**config.mk**
```make
export PLATFORM = sky130hd
export DESIGN_NAME = lane_serializer_4x8
export DESIGN_NICKNAME = d
export VERILOG_FILES = /design/src/rtl/lane_serializer_4x8.sv
export SDC_FILE = /design/constraint.sdc
export NUM_CORES = 1
export LEC_CHECK = 0
export CAP_MARGIN = 15
export CORE_ASPECT_RATIO = 0.75
export CORE_MARGIN = 2
export CORE_UTILIZATION = 25
export DETAILED_ROUTE_END_ITERATION = 8
export SYNTH_ARGS = -nofsm -noshare
export SYNTH_HDL_FRONTEND = slang
export SYNTH_SLANG_ARGS = --single-unit
```
**constraint.sdc**
```tcl
create_clock -name clk_f -period 1.9 [get_ports clk_f]
set_clock_uncertainty 0.1 [all_clocks]
set_input_delay 0.285 -clock clk_f [delete_from_list [all_inputs] [get_ports clk_f]]
set_output_delay 0.285 -clock clk_f [all_outputs]
set_load 0.005 [all_outputs]
```
**src/rtl/lane_serializer_4x8.sv**
```systemverilog
// lane_serializer_4x8: captures a 4-lane word and replays it as a 4-slot byte stream on one lane,
// counting words that arrive while the previous one is still being shifted out.
module lane_serializer_4x8 #(
    parameter int WIDTH        = 8,
    parameter bit ZERO_INVALID = 1'b1
) (
    input  logic             clk_f,
    input  logic             reset_L,
    input  logic [WIDTH-1:0] data_0,
    input  logic [WIDTH-1:0] data_1,
    input  logic [WIDTH-1:0] data_2,
    input  logic [WIDTH-1:0] data_3,
    input  logic             valid_0,
    input  logic             valid_1,
    input  logic             valid_2,
    input  logic             valid_3,
    output logic             ready,
    output logic [WIDTH-1:0] data_out,
    output logic             valid_out,
    output logic [1:0]       lane_id,
    output logic             overrun_err,
    output logic [7:0]       drop_cnt
);
    typedef enum logic {IDLE, SHIFT} state_t;

    state_t           r_state;
    logic [1:0]       r_slot;
    logic [WIDTH-1:0] r_hold_1, r_hold_2, r_hold_3;
    logic [3:1]       r_mask;
    logic [WIDTH-1:0] r_data_out;
    logic             r_valid_out;
    logic [1:0]       r_lane_id;
    logic             r_overrun;
    logic [7:0]       r_drop_cnt;

    logic             w_any_v;
    logic             w_ready;
    logic [1:0]       w_next;
    logic [WIDTH-1:0] w_hold_sel;
    logic             w_mask_sel;
    logic [WIDTH-1:0] w_lane0;
    logic [WIDTH-1:0] w_shift_byte;

    assign w_any_v      = valid_0 | valid_1 | valid_2 | valid_3;
    assign w_ready      = (r_state == IDLE) | (r_state == SHIFT && r_slot == 2'd3);
    assign w_next       = r_slot + 2'd1;
    // Lane 0 goes straight to the output at capture, so only lanes 1..3 are held
    assign w_hold_sel   = (w_next == 2'd1) ? r_hold_1 : (w_next == 2'd2) ? r_hold_2 : r_hold_3;
    assign w_mask_sel   = (w_next == 2'd1) ? r_mask[1] : (w_next == 2'd2) ? r_mask[2] : r_mask[3];
    assign w_lane0      = (ZERO_INVALID && !valid_0) ? '0 : data_0;
    assign w_shift_byte = (ZERO_INVALID && !w_mask_sel) ? '0 : w_hold_sel;

    always_ff @(posedge clk_f or negedge reset_L) begin
        if (!reset_L) begin
            r_state     <= IDLE;
            r_slot      <= 2'd0;
            r_hold_1    <= '0;
            r_hold_2    <= '0;
            r_hold_3    <= '0;
            r_mask      <= '0;
            r_data_out  <= '0;
            r_valid_out <= 1'b0;
            r_lane_id   <= 2'd0;
            r_overrun   <= 1'b0;
            r_drop_cnt  <= 8'd0;
        end else begin
            if (w_ready && w_any_v) begin
                r_state     <= SHIFT;
                r_slot      <= 2'd0;
                r_hold_1    <= data_1;
                r_hold_2    <= data_2;
                r_hold_3    <= data_3;
                r_mask      <= {valid_3, valid_2, valid_1};
                r_data_out  <= w_lane0;
                r_valid_out <= valid_0;
                r_lane_id   <= 2'd0;
            end else if (r_state == SHIFT && r_slot != 2'd3) begin
                r_slot      <= w_next;
                r_data_out  <= w_shift_byte;
                r_valid_out <= w_mask_sel;
                r_lane_id   <= w_next;
            end else begin
                r_state     <= IDLE;
                r_slot      <= 2'd0;
                r_data_out  <= '0;
                r_valid_out <= 1'b0;
                r_lane_id   <= 2'd0;
            end
            if (!w_ready && w_any_v) begin
                r_overrun <= 1'b1;
                if (r_drop_cnt != 8'hFF) r_drop_cnt <= r_drop_cnt + 8'd1;
            end
        end
    end

    assign ready       = w_ready;
    assign data_out    = r_data_out;
    assign valid_out   = r_valid_out;
    assign lane_id     = r_lane_id;
    assign overrun_err = r_overrun;
    assign drop_cnt    = r_drop_cnt;
endmodule

```
# After elaboration in Yosys (flattened, before gate mapping)
# Cells that the tools add are included.
# classes
addsub	2
n_eq_ne	6
mux	14
bitwise_logic	5
n_reduce_logical	6
# op_table
cell	count
8-bit two-way mux	6
8-bit by 1-bit adder with 8-bit output (second input constant)	1
8-bit inequality test (second input constant)	1
1-bit two-way mux	6
2-bit == test (second input constant)	2
1-bit logical AND	4
2-bit two-way mux	2
2-bit inequality test (second input constant)	2
1-bit bitwise OR	4
2-bit by 1-bit adder with 2-bit output (second input constant)	1
2-bit by 1-bit == test with 1-bit output (second input constant)	1
2-bit AND reduction	1
1-bit logical NOT	1
1-bit NOT	1
# word_totals
register_bits	48
out_inout_bits	21
wordCells	43

# Logic depth before layout (Yosys ltp)
# depth
depth_word	7
ltp_mapped	8
mapped_depth_nobuf	6

# Worst setup path after synthesis
# OpenSTA, ideal clock, no wires.
# synth_path
path_type	reg2reg
from	reg, netlist name lane_id[1]
to	reg r_data_out[0] (netlist: data_out[0])
arrival_time_ns	1.585
t_required_ns	1.660
path_slack_ns	0.075
stages_incl_launch_ff	7
synth_period_minus_slack_ns	1.825
path_cell_list	dfrtp_1 -> inv_1 -> ha_1 -> buf_2 -> mux2_2 -> o21ai_1 -> o21ai_0
# synth_rtl
item	line	text
end signal, assigned	74	r_data_out <= w_lane0;
end signal, assigned	79	r_data_out <= w_shift_byte;
end, declared	30	logic [WIDTH-1:0] r_data_out;

# Worst setup path in the final report
# layout_path
from	in valid_1
to	reg r_drop_cnt[7] (netlist: drop_cnt[7])
# layout_between
elab_chain_cells	5
# layout_lines
item	line	text
start, declared	14	input logic valid_1,
1-bit bitwise OR (3 in a row)	44	assign w_any_v = valid_0 | valid_1 | valid_2 | valid_3;
1-bit logical AND	89	if (!w_ready && w_any_v) begin
2-bit AND reduction (no source line)	n/a	
end signal, assigned	91	if (r_drop_cnt != 8'hFF) r_drop_cnt <= r_drop_cnt + 8'd1;
end, declared	34	logic [7:0] r_drop_cnt;
# Every way passes these cells.
# A chain may end at the register's enable or synchronous reset.

==> impl_metrics.ini <==
[setup_path]
rrSetupSlack_ns = 0.14
cp.required_ns = 1.97
reg2reg_to = data_out[4]
critical_path_class = primary input to flop
startpoint_type = primary input
worstPathArrival_ns = 1.87
critical_path_peak_fanout = 2
cp-startpoint = valid_1
worstSetupEndpointType = flop
r2r-start = lane_id[1]
r2r_cells = 8
crit_end = drop_cnt[7]

[layout]
area_growth_pct = 49.0
fin_util_pct = 38.0
final_cell_mix = nand2_1, clkdlybuf4s50_1, dfrtp_1, buf_4, nor2_1
final_cells = 404
drive_above_1_share_pct = 17.2
nets = 337
nFillCells = 850
layout_commonest_cell = nand2_1
diodes = 0
post-route-cell-area_um2 = 3170

[placed_design]
place_inst = 393
placed_cell_area_um2 = 2990
port_buffers = 58
dp_slack_ns = -0.228
hpwl_mm = 3.90
gp_congestion = 0.730

[power]
seqPwrFrac_pct = 35.1
peakVddDrop_v = 0.000657
power.share.clock_pct = 17.5
power_density_nw_per_um2 = 1600
switching_share_pct = 34.9
p_leak_nw = 1.46
power.switching_w = 0.00178
internal-power_w = 0.00331
p_comb_share_pct = 47.4

[detailed_routing]
drc = 0
met3_length_um = 207
vias = 1690
routed_wl_mm = 5.13
via_per_inst = 4.18
ant_nets = 0
top_layer = met4
drt_iter0_drc = 108
drt-met1-wl_mm = 2.58
routedWlPerCell_um = 12.7
route.met2.wl_mm = 2.30
dr.pass1.iters = 4

[clock_tree]
numClockSinks = 48
clkTransAtPathRegs_ns = 0.06
cts_tree = done
root_buffer = clkbuf_16
clockBufferDepth = 2
clock_latency_ns = 0.28
cts_max_level = 2
numCtsBuffers = 5

[floorplanning]
num_rows = 29
core_um2 = 8350
initial_core_util_pct = 25.5
die_w_um = 111
io-pin-count = 59
fp.dieArea_um2 = 9270
die_h_um = 83.9

[run_status]
status = finished clean

[synthesis]
synth.ff_latch_count = 48
syn_avg_cell_area_um2 = 9.99
synth_cells = 213
ys_types = 30
synth_area_um2 = 2130
yosysWarnings = 0
syn_nets = 255
synthArstFlopShare_pct = 100
synth_edf_count = 0
seq_area_frac_synth_pct = 56.4
synth_ff_type = dfrtp_1

[worst_hold_path]
hp-class = flop to flop

[global_routing]
grt_pass1_wl_mm = 8.65
antenna_found_initial = 0
grt-ovfl-total = 0
grt_usage_pct = 11.6
grt_pass1_vias = 1759
grt_max_degree = 26

[timing]
slew_headroom_pct = 62.1
report.final.slew_viol_count = 0
setup_viol = 0
hold_viol = 0
tns_ns = 0
period_needed_ns = 1.80
rsz0062_at_grt = yes
max_freq_mhz = 556
period_share_pct = 94.7
fin_ws_ns = 0.0999
worst_pin_slew_ns = 0.569

[run]
cap_violations = 0
## registers in the layout (all words and copies together), names as in the netlist
signal,cells
r_hold_2,8
r_hold_3,8
drop_cnt,8
r_hold_1,8
r_mask,3
data_out,8
valid_out,1
r_state,1
overrun_err,1
lane_id,2
## power groups by stage
stage                     registers [W]  logic (W)  clock network, W
after global routing            0.00185    0.00272          0.000971
after CTS                       0.00179    0.00246          0.000925
final                           0.00179    0.00241          0.000893
after floorplan                 0.00177    0.00134                 0
after global placement          0.00179    0.00237                 0
after detailed placement        0.00181    0.00241                 0
## per-stage QoR
| stage | hold WS, ns | power (W) |
|---|---|---|
| 2_1_floorplan | -0.111 | 0.00311 |
| 3_3_place_gp | 0.209 | 0.00416 |
| 3_5_place_dp | 0.222 | 0.00422 |
| 4_1_cts | 0.375 | 0.00517 |
| 5_1_grt | 0.380 | 0.00554 |
| 6_report | 0.373 | 0.00509 |
## worst max-delay path, cell delays in order
cell	delay, ns
clkdlybuf4s50_1	0.42
or4_4	0.54
and3_4	0.20
nand4_1	0.10
mux2_1	0.32
## metal layers
| metal | track usage (%) | vias to the layer above |
|---|---|---|
| met2 | 18.3 | 33 |
| met5 | 0 | - |
| met3 | 3.05 | 5 |
| li1 | - | 866 |
| met1 | 16.0 | 786 |
| met4 | 2.73 | 0 |
## Yosys cell counts, types with 3 or more instances
cell	number	share of area (%)
ha_1	4	2.4
nand2_1	68	12
mux2_2	11	5.8
nor2_1	16	2.8
a21oi_1	12	2.8
buf_2	3	0.71
o21ai_0	10	2.4
mux2i_1	9	4.2
inv_1	5	0.88
dfrtp_1	48	56
## how the worst min path moves through the flow
stage | startpoint | end | depth (start not counted)
after floorplan | reset_L | data_out[0] | 0
after global placement | reset_L | valid_out | 1
after detailed placement | reset_L | valid_out | 1
after CTS | overrun_err | overrun_err | 1
after global routing | overrun_err | overrun_err | 1
final | r_hold_2[7] | r_hold_2[7] | 2
## timing repair
item                                    4_1_cts  5_1_grt
endpoints found under the hold margin        23        0
gates resized for setup                       2        1
hold buffers                                  1        0
buffers inserted                              2        0
endpoints found under the setup margin        1       13
## cells by family (layout without fill, tap and decap cells)
| logic type | count (synthesis) | after routing | share of synthesized area [%] |
|---|---|---|---|
| flops | 48 | 48 | 56.4 |
| fa+ha+maj | 4 | 4 | 2.35 |
| compound gates | 28 | 28 | 7.17 |
| buf+inv | 13 | 96 | 3.00 |
| mux | 21 | 21 | 10.6 |
| simple gates | 97 | 97 | 19.6 |
| xor+xnor | 2 | 2 | 0.823 |
## area by class of cell
type | instances | area (µm²) | share of cell area, %
clock buffer | 6 | 139 | 4.38
clock inverter | 2 | 15.0 | 0.473
inverter | 5 | 18.8 | 0.592
multi-input combinational | 152 | 873 | 27.5
sequential | 48 | 1200 | 37.9
tap | 108 | 135 | 4.26
timing repair buffer | 83 | 790 | 24.9
No activity file was read; power rests on OpenSTA's default activity.
